<file path="src/rtl/uart_tx_core.sv">
// UART frame transmitter: start, 8 data bits, optional parity, stop bits.
// Bit time is AcqPeriod x AcqNumPerBit clocks, captured per frame on accept.
module uart_tx_core #(
  parameter int   STOP_BITS  = 1,
  parameter logic IDLE_LEVEL = 1'b1
) (
  input  logic       clk,
  input  logic       rst,
  input  logic       p_DataValid_i,
  input  logic [7:0] Data_i,
  output logic       p_DataReady_o,
  input  logic [11:0] AcqPeriod_i,
  input  logic [3:0] AcqNumPerBit_i,
  input  logic       p_ParityEnable_i,
  input  logic       ParityMethod_i,
  input  logic       p_BigEnd_i,
  output logic       Tx_o,
  output logic       p_Busy_o,
  output logic       p_FrameDone_o
);

  typedef enum logic [2:0] {S_IDLE, S_START, S_DATA, S_PARITY, S_STOP} state_t;

  localparam logic STOP_LAST = 1'(STOP_BITS - 1);

  state_t      state_q, state_d;
  logic [7:0]  data_q, data_d;
  logic [11:0] per_q, per_d, pre_q, pre_d;
  logic [3:0]  num_q, num_d, tick_q, tick_d;
  logic        par_en_q, par_en_d, par_odd_q, par_odd_d, big_q, big_d;
  logic [2:0]  bit_idx_q, bit_idx_d, bit_sel;
  logic        stop_cnt_q, stop_cnt_d;
  logic        tx_q, tx_d;
  logic        done;
  logic        bit_end;

  always_comb begin
    state_d    = state_q;
    data_d     = data_q;
    per_d      = per_q;
    num_d      = num_q;
    par_en_d   = par_en_q;
    par_odd_d  = par_odd_q;
    big_d      = big_q;
    pre_d      = pre_q;
    tick_d     = tick_q;
    bit_idx_d  = bit_idx_q;
    stop_cnt_d = stop_cnt_q;
    done       = 1'b0;
    bit_end    = (state_q != S_IDLE) && (pre_q == per_q - 12'd1) &&
                 (tick_q == num_q - 4'd1);

    // prescaler wraps at P-1, tick counter at N-1
    if (state_q != S_IDLE) begin
      if (pre_q == per_q - 12'd1) begin
        pre_d  = 12'd0;
        tick_d = (tick_q == num_q - 4'd1) ? 4'd0 : tick_q + 4'd1;
      end else begin
        pre_d = pre_q + 12'd1;
      end
    end

    case (state_q)
      S_IDLE: begin
        if (p_DataValid_i) begin
          data_d     = Data_i;
          per_d      = (AcqPeriod_i == 12'd0) ? 12'd1 : AcqPeriod_i;
          num_d      = (AcqNumPerBit_i == 4'd0) ? 4'd1 : AcqNumPerBit_i;
          par_en_d   = p_ParityEnable_i;
          par_odd_d  = ParityMethod_i;
          big_d      = p_BigEnd_i;
          pre_d      = 12'd0;
          tick_d     = 4'd0;
          bit_idx_d  = 3'd0;
          stop_cnt_d = 1'b0;
          state_d    = S_START;
        end
      end
      S_START: if (bit_end) state_d = S_DATA;
      S_DATA: begin
        if (bit_end) begin
          if (bit_idx_q == 3'd7) begin
            bit_idx_d = 3'd0;
            state_d   = par_en_q ? S_PARITY : S_STOP;
          end else begin
            bit_idx_d = bit_idx_q + 3'd1;
          end
        end
      end
      S_PARITY: if (bit_end) state_d = S_STOP;
      S_STOP: begin
        if (bit_end) begin
          if (stop_cnt_q == STOP_LAST) begin
            state_d = S_IDLE;
            done    = 1'b1;
          end else begin
            stop_cnt_d = stop_cnt_q + 1'b1;
          end
        end
      end
      default: state_d = S_IDLE;
    endcase

    // line level follows the state being entered so Tx_o stays registered
    bit_sel = big_q ? (3'd7 - bit_idx_d) : bit_idx_d;
    case (state_d)
      S_START:  tx_d = ~IDLE_LEVEL;
      S_DATA:   tx_d = data_q[bit_sel];
      S_PARITY: tx_d = par_odd_q ? ~(^data_q) : (^data_q);
      default:  tx_d = IDLE_LEVEL;
    endcase
  end

  always_ff @(posedge clk or negedge rst) begin
    if (!rst) begin
      state_q    <= S_IDLE;
      data_q     <= 8'd0;
      per_q      <= 12'd0;
      num_q      <= 4'd0;
      par_en_q   <= 1'b0;
      par_odd_q  <= 1'b0;
      big_q      <= 1'b0;
      pre_q      <= 12'd0;
      tick_q     <= 4'd0;
      bit_idx_q  <= 3'd0;
      stop_cnt_q <= 1'b0;
      tx_q       <= IDLE_LEVEL;
    end else begin
      state_q    <= state_d;
      data_q     <= data_d;
      per_q      <= per_d;
      num_q      <= num_d;
      par_en_q   <= par_en_d;
      par_odd_q  <= par_odd_d;
      big_q      <= big_d;
      pre_q      <= pre_d;
      tick_q     <= tick_d;
      bit_idx_q  <= bit_idx_d;
      stop_cnt_q <= stop_cnt_d;
      tx_q       <= tx_d;
    end
  end

  assign p_DataReady_o = (state_q == S_IDLE);
  assign p_Busy_o      = (state_q != S_IDLE);
  assign p_FrameDone_o = done;
  assign Tx_o          = tx_q;

endmodule

</file>
<file path="config.mk">
export PLATFORM = sky130hd
export DESIGN_NAME = uart_tx_core
export DESIGN_NICKNAME = d
export VERILOG_FILES = /design/src/rtl/uart_tx_core.sv
export SDC_FILE = /design/constraint.sdc
export NUM_CORES = 1
export LEC_CHECK = 0
export ABC_CLOCK_PERIOD_IN_PS = 7250
export CAP_MARGIN = 20
export CORE_MARGIN = 2
export CORE_UTILIZATION = 25
export CTS_BUF_LIST = sky130_fd_sc_hd__clkbuf_4
export DETAILED_ROUTE_END_ITERATION = 10
export PLACE_DENSITY = 0.45
export SLEW_MARGIN = 20
export SYNTH_ARGS = -nofsm -noshare
export SYNTH_HDL_FRONTEND = slang
export SYNTH_SLANG_ARGS = --single-unit
export TNS_END_PERCENT = 1
</file>
<file path="constraint.sdc">
create_clock -name clk -period 7.25 [get_ports clk]
set_clock_uncertainty 0.05 [all_clocks]
set_input_delay 1.0875 -clock clk [delete_from_list [all_inputs] [get_ports clk]]
set_output_delay 1.0875 -clock clk [all_outputs]
set_load 0.005 [all_outputs]
</file>
After elaboration in Yosys (flattened, before gate mapping)
Index checks and enable logic that the tools add are counted.

cells by class
  reductions and logical operators = 10
  add/sub/neg operators = 7
  eq/ne operators = 12
  multiplexer cells = 36
  bitwise operators = 1
  $lt $le $gt $ge = 1

operator list
  kind                                                        count
  2-to-1 mux 12 bit                                           5
  2-to-1 mux 3 bit                                            12
  2-to-1 mux 4 bit                                            6
  one-hot mux 3 bit (5 select lines)                          1
  adder 12 x 1 -> 12 bit, second input constant               1
  equality test 12 bit                                        1
  equality test 3 x 2 -> 1 bit, second input constant         4
  logical NOT 12 bit                                          1
  subtractor 12 x 1 -> 12 bit, second input constant          1
  2-to-1 mux 1 bit                                            8
  XOR reduction 8 bit                                         1
  equality test 3 x 1 -> 1 bit, second input constant         2
  equality test 3 bit, second input constant                  2
  one-hot mux 3 bit (2 select lines)                          1
  adder 4 x 1 -> 4 bit, second input constant                 1
  equality test 4 bit                                         1
  logical NOT 4 bit                                           1
  less-than comparator 3 x 4 -> 1 bit, second input constant  1
  != test 2 bit, second input constant                        2
  subtractor 4 x 1 -> 4 bit, second input constant            1
  adder 3 x 1 -> 3 bit, second input constant                 1
  binary-select mux 1 bit (select 3 bit)                      1
  logical NOT 3 bit                                           1
  one-hot mux 1 bit (3 select lines)                          1
  other kinds (9)                                             10

word-level totals
  register bits = 51
  word-level logic and storage cells = 79
  output and inout port bits = 4

Longest topological paths before layout
  depth in word-level cells = 11
  depth in mapped cells = 13
  gate-level depth less buffers = 12

Worst setup path after synthesis
Ideal clock, no wire load.

  kind = register -> output
  start point = register per_q[0]
  end point = output port p_FrameDone_o
  path slack = 3.757 ns
  stages on the path, launching flop included = 9
  path buffers = 0
  data required time = 6.113 ns
  arrival time = 2.355 ns
  cell sequence = dfrtp_1 inv_1 ha_1 or4b_4 or3_1 a211oi_2 o2111a_2 nand4_2 nor4_1

on the way
  cells in the longest elaborated chain, start to end = 6

RTL lines
  what                             line  source
  from (decl)                      28    logic [11:0] per_q, per_d, pre_q, pre_d;
  from (signal assigned)           131   per_q <= per_d;
  subtractor 12 x 1 -> 12 bit      50    bit_end = (state_q != S_IDLE) && (pre_q == per_q - 12'd1) &&
  equality test 12 bit             50
  logical AND 1 bit (2 in series)  50
  2-to-1 mux 1 bit                 92    if (bit_end) begin
  2-to-1 mux 1 bit                 63    case (state_q)
  to (decl)                        19    output logic p_FrameDone_o

No other way between the ends.

Worst setup path after layout
Ends and elaborated chain as after synthesis.

==> results.toml <==
[sta]
final_max_slew_viol_count = 0
post-route-period-util_pct = 63.90
grt_setup_unrepaired = "false"
finalSetupViolations = 0
fmaxAchievable_mhz = 215.9
finalSetupTns_ns = 0
timing.final.hold_violations = 0
slew_headroom_pct = 36.05
fin_worst_hold_slack_ns = 0.4643
final.min_clock_period_ns = 4.632
post-route-worst-setup-slack_ns = 2.618
worst-slew-pin-transition_ns = 0.9570

[setup_path]
timing.setup.critical_path_class = "reg -> out"
data_required_critical_path_ns = 6.11
max_stage_delay_ns = 0.56
crit_chain = "inv_1, ha_1, or4b_4, or3_1, a211oi_2, o2111a_2, nand4_2, nor4_1, clkdlybuf4s50_1"
critPathSlowestCell = "sky130_fd_sc_hd__clkdlybuf4s50_1"
worstPathMaxFanout = 7
crit_start = "per_q[0]"
crit_arrival_ns = 3.49
end_kind = "output port"
crit-reg2reg-launch = "per_q[0]"
critical_path.startpoint_type = "flop"

[finish]
final_nets = 416
final_cell_count_no_fill = 527
final.fill_count = 1277
layout.cell_area.non_filler_um2 = 3541
post_route_cells_drive_above_1_share_pct = 6.579
finish.utilization_pct = 29.73
diodes = 0
layout-area-overhead-vs-synth_pct = 17.48

[cts]
worst_skew_pair.late_latency_ns = 0.37
postCtsSetupRepairBufs = 0
clock_sinks = 50
post_cts_resized = 0
hold_buffer_count_at_cts = 0
cts_root_buf = "sky130_fd_sc_hd__clkbuf_4"
clock_tree.htree_level_count = 2
cts_tree = "yes"
max-clock-path-buffers = 2
cts.reportedPaths.clkPinSlew_ns = 0.14
cts_made_buffers = 5

[detailed_routing]
drc = 0
wirelength_mm = 7.299
dr.first_iter.drc_count = 115
routed_wire_length_per_instance_um = 13.85
antenna_left = 0
vias_per_cell = 4.727
drt_pass1_iterations = 4
via_count = 2491

[die]
top_level_ports = 34
floorplan.die_area_um2 = 12950
chipHeight_um = 113.8
die_extent_in_x_um = 113.8
initial_utilization_pct = 25.30
core_um2 = 11910
placement_rows = 40

[outcome]
run_status = "completed"

[yosys]
synth-edff-count = 0
ys_ff_latch = 50
post_synthesis_net_count = 385
post_synthesis_mean_instance_area_um2 = 8.637
synth_seq_area_share_pct = 41.55
yosys.area.top_type = "sky130_fd_sc_hd__dfrtp_1"
synth.top_cell.area_share_pct = 40.68
synthesis.instances = 349
ys_top_cells_by_area = "sky130_fd_sc_hd__dfrtp_1, sky130_fd_sc_hd__nand2_1, sky130_fd_sc_hd__xnor2_1"
synth-async-reset-ratio_pct = 100.0
synth.top_cells.by_count = "sky130_fd_sc_hd__nand2_1, sky130_fd_sc_hd__dfrtp_1, sky130_fd_sc_hd__nor2_1"
synth.lib_cells_used.distinct = 55
synthMostInstantiatedCell = "sky130_fd_sc_hd__nand2_1"
syn_area_um2 = 3014
ys_warn_count = 0
ys.flop_type = "sky130_fd_sc_hd__dfrtp_1"

[placed_design]
routabilityCongestion = 0.8406
place_area_um2 = 3488
dp_hpwl_mm = 5.342
dp.cells = 520
post_placement_setup_slack_ns = 2.987
number_of_buffers_inserted_by_port_buffering = 33

[power_and_ir_drop]
peakVddDrop_mv = 0.07078
power.leakage_nw = 1.532
power-per-cell-area_nw_per_um2 = 239.0
power.total_mw = 0.8464

[grt]
wire_length_of_the_first_global_routing_pass_mm = 12.52
antenna_found_initial = 0
pin_count_of_the_biggest_net_entering_global_routing = 51
globalRoute.totalOverflow = 0
grt_usage_pct = 12.12
grt_pass1_vias = 2532

[min_path]
worst_hold_startpoint = "num_q[3]"
hp-class = "reg -> reg"

[flow_run]
timing.max_cap.violations = 0
[routing by layer]
metal  track usage (%)  vias up  wire [um]
li1                  -     1279          -
met4             4.065        0        104
met5                 0        -          0
met3             1.860        9        191
met2             18.28       30       3113
met1             17.71     1173       3889
[sequential cells by signal, indices dropped and copies added (netlist names)]
register / count
data_q: 8
Tx_o: 1
state_q: 3
per_q: 12
par_odd_q: 1
pre_q: 12
bit_idx_q: 3
num_q: 4
par_en_q: 1
tick_q: 4
big_q: 1
[where the power goes]
part           switching [mW]  total (mW)  internal, mW
registers              0.0759       0.411         0.335
logic                   0.156       0.301         0.145
clock network          0.0899       0.134        0.0443
total                   0.322       0.846         0.525
[kinds of logic (layout without fill, tap and decap cells)]
group                      Yosys count  after routing  share of synthesized area, %
muxes                                4              4                         1.536
buffers and inverters               24             55                         3.362
AOI/OAI and AO/OA                   49             49                         11.37
DFF                                 50             50                         41.55
xor gates and xnor gates            36             36                         10.46
and+or+nand+nor                    180            180                         29.22
adders and majority gates            6              6                         2.491
[worst paths after layout]
path / cells past startpoint / slack (ns) / endpoint
setup / recovery: 9 / 2.62 / p_FrameDone_o
hold / removal: 2 / 0.46 / num_q[3]
setup reg to reg: 12 / 3.57 / Tx_o
hold reg to reg: 2 / 0.46 / num_q[3]
max in group asynchronous: 2 / 5.95 / per_q[2]
min in group asynchronous: 2 / 0.75 / state_q[0]
[critical path: cells and delay by family, from the launching register on]
kind                     cells  cell delay (ns)
AND/OR/NAND/NOR              4             1.26
buffers and inverters        2             0.66
AO/OA/AOI/OAI                2             0.54
flip-flops                   1             0.44
adder cells (fa/ha/maj)      1             0.23
[cell usage in the layout (no fill, tap or decap), types with 7 or more instances in the layout]
cell and instances:
sky130_fd_sc_hd__a21oi_1 7, sky130_fd_sc_hd__clkbuf_4 7, sky130_fd_sc_hd__clkdlybuf4s50_1 32, sky130_fd_sc_hd__dfrtp_1 49, sky130_fd_sc_hd__inv_1 13, sky130_fd_sc_hd__nand2_1 83, sky130_fd_sc_hd__nand3_1 11, sky130_fd_sc_hd__nand4_1 12
sky130_fd_sc_hd__nor2_1 25, sky130_fd_sc_hd__nor3_1 9, sky130_fd_sc_hd__nor4_1 8, sky130_fd_sc_hd__o21ai_0 16, sky130_fd_sc_hd__xnor2_1 20, sky130_fd_sc_hd__xor2_1 16
[cell type report]
type,instances,area [um^2],share of cell area (%)
clock buffer,7,52.55,1.484
inverter,13,48.80,1.378
multi-input combinational,275,1663,46.96
sequential,50,1252,35.37
tap,147,183.9,5.194
timing repair buffer,35,340.3,9.611
No activity file was read; power rests on OpenSTA's default activity.
